### src/rtl/idma_legalizer_mc_pkg.sv
// Shared types and helpers for the multi-channel iDMA AXI legalizer.
package idma_legalizer_mc_pkg;

  typedef enum logic {
    SlotIdle,
    SlotActive
  } slot_state_e;

  // Largest burst in bytes: capped by the beat limit and by the 4 KiB page.
  function automatic int unsigned burst_bytes(int unsigned max_beats, int unsigned strb_width);
    return (max_beats * strb_width < 4096) ? max_beats * strb_width : 4096;
  endfunction

endpackage

### src/rtl/idma_legalizer_mc_boundary.sv
// Distance in bytes from an address to the next BurstBytes-aligned boundary.
module idma_legalizer_mc_boundary #(
  parameter int unsigned BurstBytes = 128
) (
  input  logic [$clog2(BurstBytes)-1:0] addr_low,
  output logic [$clog2(BurstBytes):0]   bytes_to_pb
);

  localparam int unsigned BbLog = $clog2(BurstBytes);
  localparam logic [BbLog:0] BbVal = BurstBytes[BbLog:0];

  assign bytes_to_pb = BbVal - {1'b0, addr_low};

endmodule

### src/rtl/idma_legalizer_mc_axi.sv
// Splits one 1D transfer per channel into page- and length-legal AXI bursts,
// interleaving active channels round-robin onto a coupled AR/AW request.
module idma_legalizer_mc_axi
  import idma_legalizer_mc_pkg::*;
#(
  parameter int unsigned NumChannels = 2,
  parameter int unsigned DataWidth   = 64,
  parameter int unsigned AddrWidth   = 32,
  parameter int unsigned LenWidth    = 32,
  parameter int unsigned MaxBeats    = 256
) (
  input  logic                                               clk_i,
  input  logic                                               rst_i,
  input  logic [NumChannels*AddrWidth-1:0]                   req_src_addr_i,
  input  logic [NumChannels*AddrWidth-1:0]                   req_dst_addr_i,
  input  logic [NumChannels*LenWidth-1:0]                    req_length_i,
  input  logic [NumChannels-1:0]                             req_valid_i,
  output logic [NumChannels-1:0]                             req_ready_o,
  input  logic [NumChannels-1:0]                             kill_i,
  output logic [AddrWidth-1:0]                               r_addr_o,
  output logic [7:0]                                         r_len_o,
  output logic [$clog2(DataWidth/8)-1:0]                     r_offset_o,
  output logic                                               r_valid_o,
  input  logic                                               r_ready_i,
  output logic [AddrWidth-1:0]                               w_addr_o,
  output logic [7:0]                                         w_len_o,
  output logic [$clog2(DataWidth/8)-1:0]                     w_offset_o,
  output logic                                               w_last_o,
  output logic                                               w_valid_o,
  input  logic                                               w_ready_i,
  output logic [((NumChannels > 1) ? $clog2(NumChannels) : 1)-1:0] chan_o,
  output logic [NumChannels-1:0]                             done_o,
  output logic [NumChannels-1:0]                             busy_o
);

  localparam int unsigned StrbWidth   = DataWidth / 8;
  localparam int unsigned OffsetWidth = $clog2(StrbWidth);
  localparam int unsigned BurstBytes  = burst_bytes(MaxBeats, StrbWidth);
  localparam int unsigned PbWidth     = $clog2(BurstBytes) + 1;
  localparam int unsigned ChanWidth   = (NumChannels > 1) ? $clog2(NumChannels) : 1;

  typedef struct packed {
    logic [AddrWidth-1:0] src;
    logic [AddrWidth-1:0] dst;
    logic [LenWidth-1:0]  remaining;
    slot_state_e          state;
  } slot_t;

  function automatic logic [ChanWidth-1:0] rr_idx(int unsigned base, int unsigned off);
    int unsigned s;
    s = base + off;
    if (s >= NumChannels) s = s - NumChannels;
    return ChanWidth'(s);
  endfunction

  slot_t                  slots [NumChannels];
  logic [NumChannels-1:0] active;
  logic [NumChannels-1:0] done_q;
  logic                   locked;
  logic [ChanWidth-1:0]   lock_idx;
  logic [ChanWidth-1:0]   ptr;
  logic [ChanWidth-1:0]   grant;
  logic                   found;
  logic                   fire;
  logic                   last;
  logic [PbWidth-1:0]     pb_src;
  logic [PbWidth-1:0]     pb_dst;
  logic [LenWidth-1:0]    chunk;
  logic [LenWidth-1:0]    r_span;
  logic [LenWidth-1:0]    w_span;

  always_comb begin
    for (int unsigned c = 0; c < NumChannels; c++) begin
      active[c] = (slots[c].state == SlotActive);
    end
  end

  // A stalled grant stays put; a kill on it drops valid instead of re-arbitrating.
  always_comb begin
    grant = '0;
    found = 1'b0;
    if (locked) begin
      grant = lock_idx;
      found = active[lock_idx] & ~kill_i[lock_idx];
    end else begin
      for (int unsigned i = 0; i < NumChannels; i++) begin
        if (!found && active[rr_idx(32'(ptr), i)] && !kill_i[rr_idx(32'(ptr), i)]) begin
          found = 1'b1;
          grant = rr_idx(32'(ptr), i);
        end
      end
    end
  end

  idma_legalizer_mc_boundary #(.BurstBytes(BurstBytes)) i_pb_src (
    .addr_low    (slots[grant].src[PbWidth-2:0]),
    .bytes_to_pb (pb_src)
  );

  idma_legalizer_mc_boundary #(.BurstBytes(BurstBytes)) i_pb_dst (
    .addr_low    (slots[grant].dst[PbWidth-2:0]),
    .bytes_to_pb (pb_dst)
  );

  always_comb begin
    chunk = slots[grant].remaining;
    if (LenWidth'(pb_src) < chunk) chunk = LenWidth'(pb_src);
    if (LenWidth'(pb_dst) < chunk) chunk = LenWidth'(pb_dst);
    r_span = chunk + LenWidth'(slots[grant].src[OffsetWidth-1:0]) - LenWidth'(1);
    w_span = chunk + LenWidth'(slots[grant].dst[OffsetWidth-1:0]) - LenWidth'(1);
    last   = (chunk == slots[grant].remaining);
    fire   = found & r_ready_i & w_ready_i;
  end

  always_comb begin
    r_addr_o   = '0;
    r_len_o    = '0;
    r_offset_o = '0;
    w_addr_o   = '0;
    w_len_o    = '0;
    w_offset_o = '0;
    w_last_o   = 1'b0;
    chan_o     = '0;
    if (found) begin
      r_addr_o   = {slots[grant].src[AddrWidth-1:OffsetWidth], {OffsetWidth{1'b0}}};
      r_len_o    = 8'(r_span >> OffsetWidth);
      r_offset_o = slots[grant].src[OffsetWidth-1:0];
      w_addr_o   = {slots[grant].dst[AddrWidth-1:OffsetWidth], {OffsetWidth{1'b0}}};
      w_len_o    = 8'(w_span >> OffsetWidth);
      w_offset_o = slots[grant].dst[OffsetWidth-1:0];
      w_last_o   = last;
      chan_o     = grant;
    end
  end

  assign r_valid_o   = found;
  assign w_valid_o   = found;
  assign req_ready_o = ~active & ~kill_i;
  assign busy_o      = active;
  assign done_o      = done_q;

  always_ff @(posedge clk_i) begin
    if (rst_i) begin
      for (int unsigned c = 0; c < NumChannels; c++) begin
        slots[c] <= '{src: '0, dst: '0, remaining: '0, state: SlotIdle};
      end
      done_q   <= '0;
      locked   <= 1'b0;
      lock_idx <= '0;
      ptr      <= '0;
    end else begin
      done_q <= '0;
      for (int unsigned c = 0; c < NumChannels; c++) begin
        if (kill_i[c]) begin
          slots[c].state <= SlotIdle;
        end else if (fire && grant == ChanWidth'(c)) begin
          slots[c].src       <= slots[c].src + AddrWidth'(chunk);
          slots[c].dst       <= slots[c].dst + AddrWidth'(chunk);
          slots[c].remaining <= slots[c].remaining - chunk;
          if (last) begin
            slots[c].state <= SlotIdle;
            done_q[c]      <= 1'b1;
          end
        end else if (req_valid_i[c] && !active[c]) begin
          slots[c].src       <= req_src_addr_i[c*AddrWidth +: AddrWidth];
          slots[c].dst       <= req_dst_addr_i[c*AddrWidth +: AddrWidth];
          slots[c].remaining <= req_length_i[c*LenWidth +: LenWidth];
          if (req_length_i[c*LenWidth +: LenWidth] != '0) begin
            slots[c].state <= SlotActive;
          end else begin
            done_q[c] <= 1'b1;
          end
        end
      end
      if (fire || (locked && kill_i[lock_idx])) begin
        locked <= 1'b0;
      end else if (found && !(r_ready_i && w_ready_i)) begin
        locked   <= 1'b1;
        lock_idx <= grant;
      end
      if (fire) ptr <= rr_idx(32'(grant), 1);
    end
  end

endmodule

### config.mk
export PLATFORM = sky130hd
export DESIGN_NAME = idma_legalizer_mc_axi
export DESIGN_NICKNAME = d
export VERILOG_FILES = /design/src/rtl/idma_legalizer_mc_pkg.sv /design/src/rtl/idma_legalizer_mc_boundary.sv /design/src/rtl/idma_legalizer_mc_axi.sv
export SDC_FILE = /design/constraint.sdc
export NUM_CORES = 1
export LEC_CHECK = 0
export BUFFER_PORTS_ARGS = -buffer_cell sky130_fd_sc_hd__buf_2
export CAP_MARGIN = 20
export CORE_ASPECT_RATIO = 1.1
export CORE_MARGIN = 3
export CORE_UTILIZATION = 37
export CTS_BUF_LIST = sky130_fd_sc_hd__clkbuf_4
export CTS_CLUSTER_SIZE = 12
export DETAILED_ROUTE_END_ITERATION = 16
export GPL_TIMING_DRIVEN = 0
export PLACE_DENSITY_LB_ADDON = 0.08
export RECOVER_POWER = 50
export SLEW_MARGIN = 20
export SYNTH_ARGS = -nofsm -noshare
export SYNTH_HDL_FRONTEND = slang
export SYNTH_SLANG_ARGS = --single-unit
### constraint.sdc
create_clock -name clk_i -period 15 [get_ports clk_i]
set_input_delay 3 -clock clk_i [delete_from_list [all_inputs] [get_ports clk_i]]
set_output_delay 3 -clock clk_i [all_outputs]
set_load 0.02 [all_outputs]
==> results.tsv, run 1 <==
stage	metric	value	unit
synth	syn avg cell area	8.29	um2
global_routing	largest net degree at the start of global routing	49	
placed_design	DP HPWL	69600	um
synth	Syn. warnings	0	
global_routing	initial antenna violation count	4	
clock_tree	TritonCTS Buffers	17	
die	IO Pins	296	
clock_tree	CTS tree	done	
synth	Post-synth EDFFs	194	
setup_path	CP max FO	10	
run	max_cap viols	3	
route	Detail Route Antenna Nets	0	
route	post-DR wirelength/cell	23.1	um
global_routing	vias in the first global route	20600	
setup_path	Worst R2R End	slots[1][31]	
setup_path	Required @ worst endpoint	12000	ps
setup_path	CP most frequent cell	nor2_1	
clock_tree	clock sinks	199	
cells_and_area	fraction of layout cells with a size suffix above 1	0.136	
route	mean number of vias per cell	5.63	
timing	Slew @ Worst Pin	3040	ps
timing	clock skew	38.1	ps
cells_and_area	Fill cells	5777	
placed_design	DP Worst Slack	-2390	ps
global_routing	GRT Residual Overflow	0	
cells_and_area	commonest non-fill, non-tap cells in the layout	nand2_1, a21oi_1, buf_2	
setup_path	critical path launch point type	input pin	
synth	Yosys top cell by area	edfxtp_1	
route	drt total wl	86100	um
cells_and_area	Final Net Count	3411	
timing	final worst path period share	0.976	
global_routing	first-pass GRT wire length	126000	um
synth	post-synth top area share	0.278	
placed_design	Port Buf Inserts	288	
route	residual DRC count	0	
cells_and_area	Area Overhead vs Synth	17.4	%
timing	Worst Slack Setup Final	354	ps
clock_tree	H-tree levels	4	
route	DRT iter0 DRCs	1310	
die	Core Area	0.0554	mm2
clock_tree	cts hold-fix bufs	0	
timing	final hold violation count	0	
die	Initial Util	0.378	
timing	Max Slew Vio Count	106	
run_status	status	complete, but fails checks	
clock_tree	clk slew on worst S/H paths	170	ps
run_status	failing checks	max-capacitance violations, max-slew violations	
worst_hold_path	Hold Path Depth	2	
global_routing	total track usage	0.282	
timing	Fmax	68.3	MHz
setup_path	WS Path Type	in2out	
cells_and_area	commonest non-fill, non-tap cell in the layout	nand2_1	
route	Pre-Repair DR Iteration Count	5	
synth	sequential fraction of the synthesis area	0.283	
die	Cell Rows	90	
synth	synth unique cells	96	
worst_hold_path	Hold Path Origin	lock_idx	
die	die width	233	um
clock_tree	clock root cell	clkbuf_4	
worst_hold_path	worst min path class	reg2reg	
synth	top post-synthesis cells by area	edfxtp_1, ha_1, a21oi_1	
synth	Gate Count Post-Synth	2524	
die	Die ar.	0.0595	mm2
setup_path	Critical-path top delay cell	or4_1	
setup_path	CP endpoint kind	primary output	
worst_hold_path	Hold Path End	lock_idx	
placed_design	routability congestion estimate	0.961	
setup_path	Arr. time, crit path	11650	ps
setup_path	reg2reg path depth	45	
setup_path	Critical Path Max Stage Delay	420	ps
clock_tree	Clock Latency Late Sink	820	ps
setup_path	reg2reg start	slots[0][0]	
clock_tree	buffer levels on the longest clock path	2	
timing	RSZ-0062 raised after global routing	no	
die	Die Y	255	um
synth	Netlist Area Pre-Place	0.0209	mm2
setup_path	R2R setup slack	3170	ps
timing	Final setup viols	0	
cells_and_area	register area	0.00593	mm2
synth	ys flop type	edfxtp_1	
timing	Slew headroom	-1.03	
timing	Final min period	14650	ps
cells_and_area	area occupied by multi-input gates	0.0148	mm2
synth	async set or reset register ratio after synthesis	0	
timing	hold_ws	578	ps
route	via count	21000	
synth	#FFs+latches synth	199	
-- cell usage after synthesis (6+ instances only) --
cell type    n
buf_2       12
a211o_1     10
mux2i_1     33
or4_1        8
o41ai_1      7
xnor2_1    129
ha_1       222
o21bai_1    23
nor2b_1     27
a2111oi_0    8
buf_1        9
a31oi_1     20
a21oi_1    275
buf_4        9
nor4_1      34
o21a_1      31
o211ai_1     9
clkbuf_1    73
and2_1       8
fa_1         6
a211oi_1    36
and3_1      21
edfxtp_1   194
nor3_1      53
or3_1       15
nand3_1     41
nor2_1     201
inv_1       84
a21o_1      91
a22o_1      13
nand4_1     16
or2_2        8
o21ai_1      7
nand2_1    338
nand2b_1    32
xor2_1      84
o21ai_0    195
o31ai_1     13
-- per-stage QoR --
stage	utilization	area [um2]	instances	setup TNS, ps
finish	0.443	24600	3735	0
detailed placement	0.432	23900	3672	-62140
CTS	0.444	24600	3723	0
global placement	0.428	23700	3666	-92800
global route	0.443	24600	3735	0
floorplan	-	21400	2642	0
-- what timing repair did --
| item | 4_1_cts | 5_1_grt |
|---|---|---|
| gates resized for setup | 33 | 17 |
| gates cloned | 0 | 1 |
| setup buffers | 20 | 10 |
| pin swaps | 6 | 9 |
| endpoints found under the setup margin | 24 | 14 |
-- logic make-up after synthesis --
group | after synthesis | share of synthesized area
DFF | 199 | 0.283
and+or+nand+nor | 833 | 0.184
xor gates and xnor gates | 215 | 0.0907
AOI/OAI and AO/OA | 813 | 0.244
adders and majority gates | 229 | 0.139
muxes | 42 | 0.0216
other | 2 | 0.000359
buffers and inverters | 191 | 0.0377
-- metal layers --
| layer | vias to the layer above | track usage | share of wire | routed length, um |
|---|---|---|---|---|
| li1 | 10100 | - | - | - |
| met1 | 10100 | 0.355 | 0.42 | 36000 |
| met2 | 693 | 0.475 | 0.48 | 41300 |
| met3 | 148 | 0.0452 | 0.057 | 4880 |
| met4 | 4 | 0.120 | 0.045 | 3900 |
| met5 | - | 0 | 0.00030 | 26 |
-- flip-flops by register name (all words and copies together), names as in the netlist --
signal and flops:
done_o 2, lock_idx 1, locked 1, ptr 1, slots 194
-- area by class of cell --
type | instances | share of cell area
multi-input cells | 2252 | 0.604
flip-flops and latches | 199 | 0.241
repair buffers | 325 | 0.0682
well taps | 736 | 0.0375
plain buffers | 103 | 0.0198
inverters | 85 | 0.0134
clock inverters | 12 | 0.00902
clock buffers | 20 | 0.00611
diodes | 3 | 0.000306
-- worst max path at each step --
stage / from / endpoint
global route: kill_i[0] / r_len_o[7]
finish: kill_i[0] / r_len_o[7]
CTS: kill_i[0] / r_len_o[7]
detailed placement: kill_i[0] / r_len_o[7]
floorplan: kill_i[0] / r_len_o[7]
global placement: kill_i[0] / r_len_o[7]
-- critical path: cells and delay by family --
kind | cells | cell delay (ps)
buf+inv | 10 | 1740
fa+ha+maj | 4 | 1100
compound gates | 17 | 3110
xor+xnor | 2 | 450
simple gates | 12 | 2210
Power of run 1 is left out: the tool's default activity adds up to more than one toggle a clock period on the data nets, which glitch-free logic cannot reach.
==> inputs of run 2 (changes only) <==
==> constraint.sdc (replaced) <==
create_clock -name clk_i -period 15 [get_ports clk_i]
set_input_delay 0.75 -clock clk_i [delete_from_list [all_inputs] [get_ports clk_i]]
set_output_delay 0.75 -clock clk_i [all_outputs]
set_load 0.02 [all_outputs]
==> results.tsv, run 2 (same netlist as run 1, synthesis figures left out) <==
stage	metric	value	unit
run_status	status	complete, but fails checks	
run_status	failing checks	max-capacitance violations, max-slew violations	
cells_and_area	Final Net Count	3383	
route	DRT iter0 DRCs	1264	
clock_tree	post_cts resized	0	
setup_path	Crit path max-delay family	compound AO/OA/AOI/OAI gates	
cells_and_area	final instance area	0.0241	mm2
clock_tree	clock sinks	199	
worst_hold_path	worst min path class	in2reg	
placed_design	Post-Place Cells	3672	
cells_and_area	Largest register FFs	194	
pwr	combinational share of power	0.816	
timing	final hold violation count	0	
setup_path	critical path launch point type	flop	
pwr	Psw	3.87	mW
cells_and_area	Area Overhead vs Synth	15.1	%
cells_and_area	Non-Filler Instances	3707	
setup_path	Required @ worst endpoint	15570	ps
timing	Final setup viols	0	
route	met1 WL	36300	um
placed_design	DP Worst Slack	652	ps
clock_tree	buffer levels on the longest clock path	2	
route	routed wl met2	40800	um
pwr	VDD IR-drop max	0.000174	V
route	residual DRC count	0	
setup_path	Buf/Inv on CP	9	
cells_and_area	Util after Layout	0.435	
route	met3 wire len	4160	um
clock_tree	clock root cell	clkbuf_4	
pwr	Net Sw Frac	0.539	
global_routing	vias in the first global route	20500	
die	IO Pins	296	
die	Cell Rows	90	
die	Initial Util	0.378	
setup_path	Critical-path top delay cell	mux2i_2	
route	mean number of vias per cell	5.60	
clock_tree	cts hold-fix bufs	0	
pwr	Flop pwr share	0.128	
setup_path	Critical Path Max Stage Delay	780	ps
timing	Fmax	70.0	MHz
timing	RSZ-0062 raised after global routing	no	
global_routing	GRT Residual Overflow	0	
clock_tree	Clock Latency Late Sink	820	ps
global_routing	first-pass GRT wire length	125000	um
cells_and_area	fraction of layout cells with a size suffix above 1	0.121	
timing	Max Slew Vio Count	106	
global_routing	initial antenna violation count	4	
timing	Slew headroom	-0.999	
die	Core Area	0.0554	mm2
global_routing	total track usage	0.280	
timing	clock skew	35.7	ps
route	post-DR wirelength/cell	23.0	um
timing	final worst path period share	0.952	
pwr	internal power	3.31	mW
placed_design	Post-DP Area	0.0239	mm2
setup_path	CP max FO	10	
placed_design	Port Buf Inserts	288	
timing	Worst Slack Setup Final	721	ps
timing	Slew @ Worst Pin	3000	ps
clock_tree	TritonCTS Buffers	17	
clock_tree	H-tree levels	4	
clock_tree	CTS tree	done	
placed_design	routability congestion estimate	0.961	
route	Detail Route Antenna Nets	0	
pwr	leakage power	10.6	nW
placed_design	DP HPWL	69600	um
pwr	pwr/cell area	298	mW/mm2
route	Pre-Repair DR Iteration Count	5	
cells_and_area	commonest non-fill, non-tap cells in the layout	nand2_1, a21oi_1, buf_2	
setup_path	Arr. time, crit path	14850	ps
global_routing	largest net degree at the start of global routing	49	
setup_path	WS Path Type	reg2reg	
route	DR top layer	met5	
die	Die Y	255	um
timing	Sum Neg Setup Slack	0	ps
clock_tree	Post-CTS Setup Repair Bufs	0	
pwr	total power	7.18	mW
cells_and_area	commonest non-fill, non-tap cell in the layout	nand2_1	
cells_and_area	register with the most flip-flops	slots	
die	die width	233	um
pwr	Clock power frac	0.056	
setup_path	CP endpoint kind	flop	
route	drt total wl	85200	um
timing	hold_ws	208	ps
route	via count	20800	
die	Die ar.	0.0595	mm2
timing	Final min period	14280	ps
run	max_cap viols	3	
cells_and_area	Fill cells	5808	
clock_tree	clk slew on worst S/H paths	210	ps
==> run 2: path summary, 6_finish.rpt <==
| check | from | endpoint | slack, ps | cells after the start |
|---|---|---|---|---|
| worst max-delay path | slots[0][0] | slots[1][31] | 720 | 46 |
| worst min-delay path | req_dst_addr_i[52] | slots[1][53] | 210 | 3 |
| worst max register to register | slots[0][0] | slots[1][31] | 720 | 46 |
| worst min register to register | ptr | ptr | 530 | 2 |
==> run 2: worst reg2reg max path, delay by kind of cell (launching register included) <==
kind | cells | cell delay (ps)
flip-flops | 1 | 530
multiplexers | 2 | 1360
adder cells (fa/ha/maj) | 5 | 1920
buffers and inverters | 9 | 2210
AND/OR/NAND/NOR | 9 | 2600
XOR/XNOR | 2 | 480
AO/OA/AOI/OAI | 19 | 4950
==> run 2: cell type report <==
class,instances,area [um2],area share
tap,736,921,0.0382
multi-input combinational,2252,14700,0.609
inverter,85,319,0.0132
clock inverter,12,221,0.00919
antenna,3,7.51,0.000312
timing repair buffer,294,1420,0.0589
clock buffer,20,150,0.00623
buffer,106,457,0.0190
sequential,199,5930,0.246
==> run 2: power groups by stage <==
stage | clock network [mW] | registers (mW) | logic, mW
3_5_place_dp | 0 | 0.930 | 5.75
3_3_place_gp | 0 | 0.937 | 5.66
2_1_floorplan | 0 | 0.865 | 4.38
5_1_grt | 0.430 | 0.930 | 6.45
4_1_cts | 0.413 | 0.917 | 5.79
6_report | 0.404 | 0.917 | 5.86
==> run 2: routing by layer <==
metal  vias up  global-route usage
li1      10000                   -
met1      9985               0.351
met2       591               0.470
met3       157              0.0470
met4         4               0.121
met5         -                   0
Power figures use the tool's default switching activity.
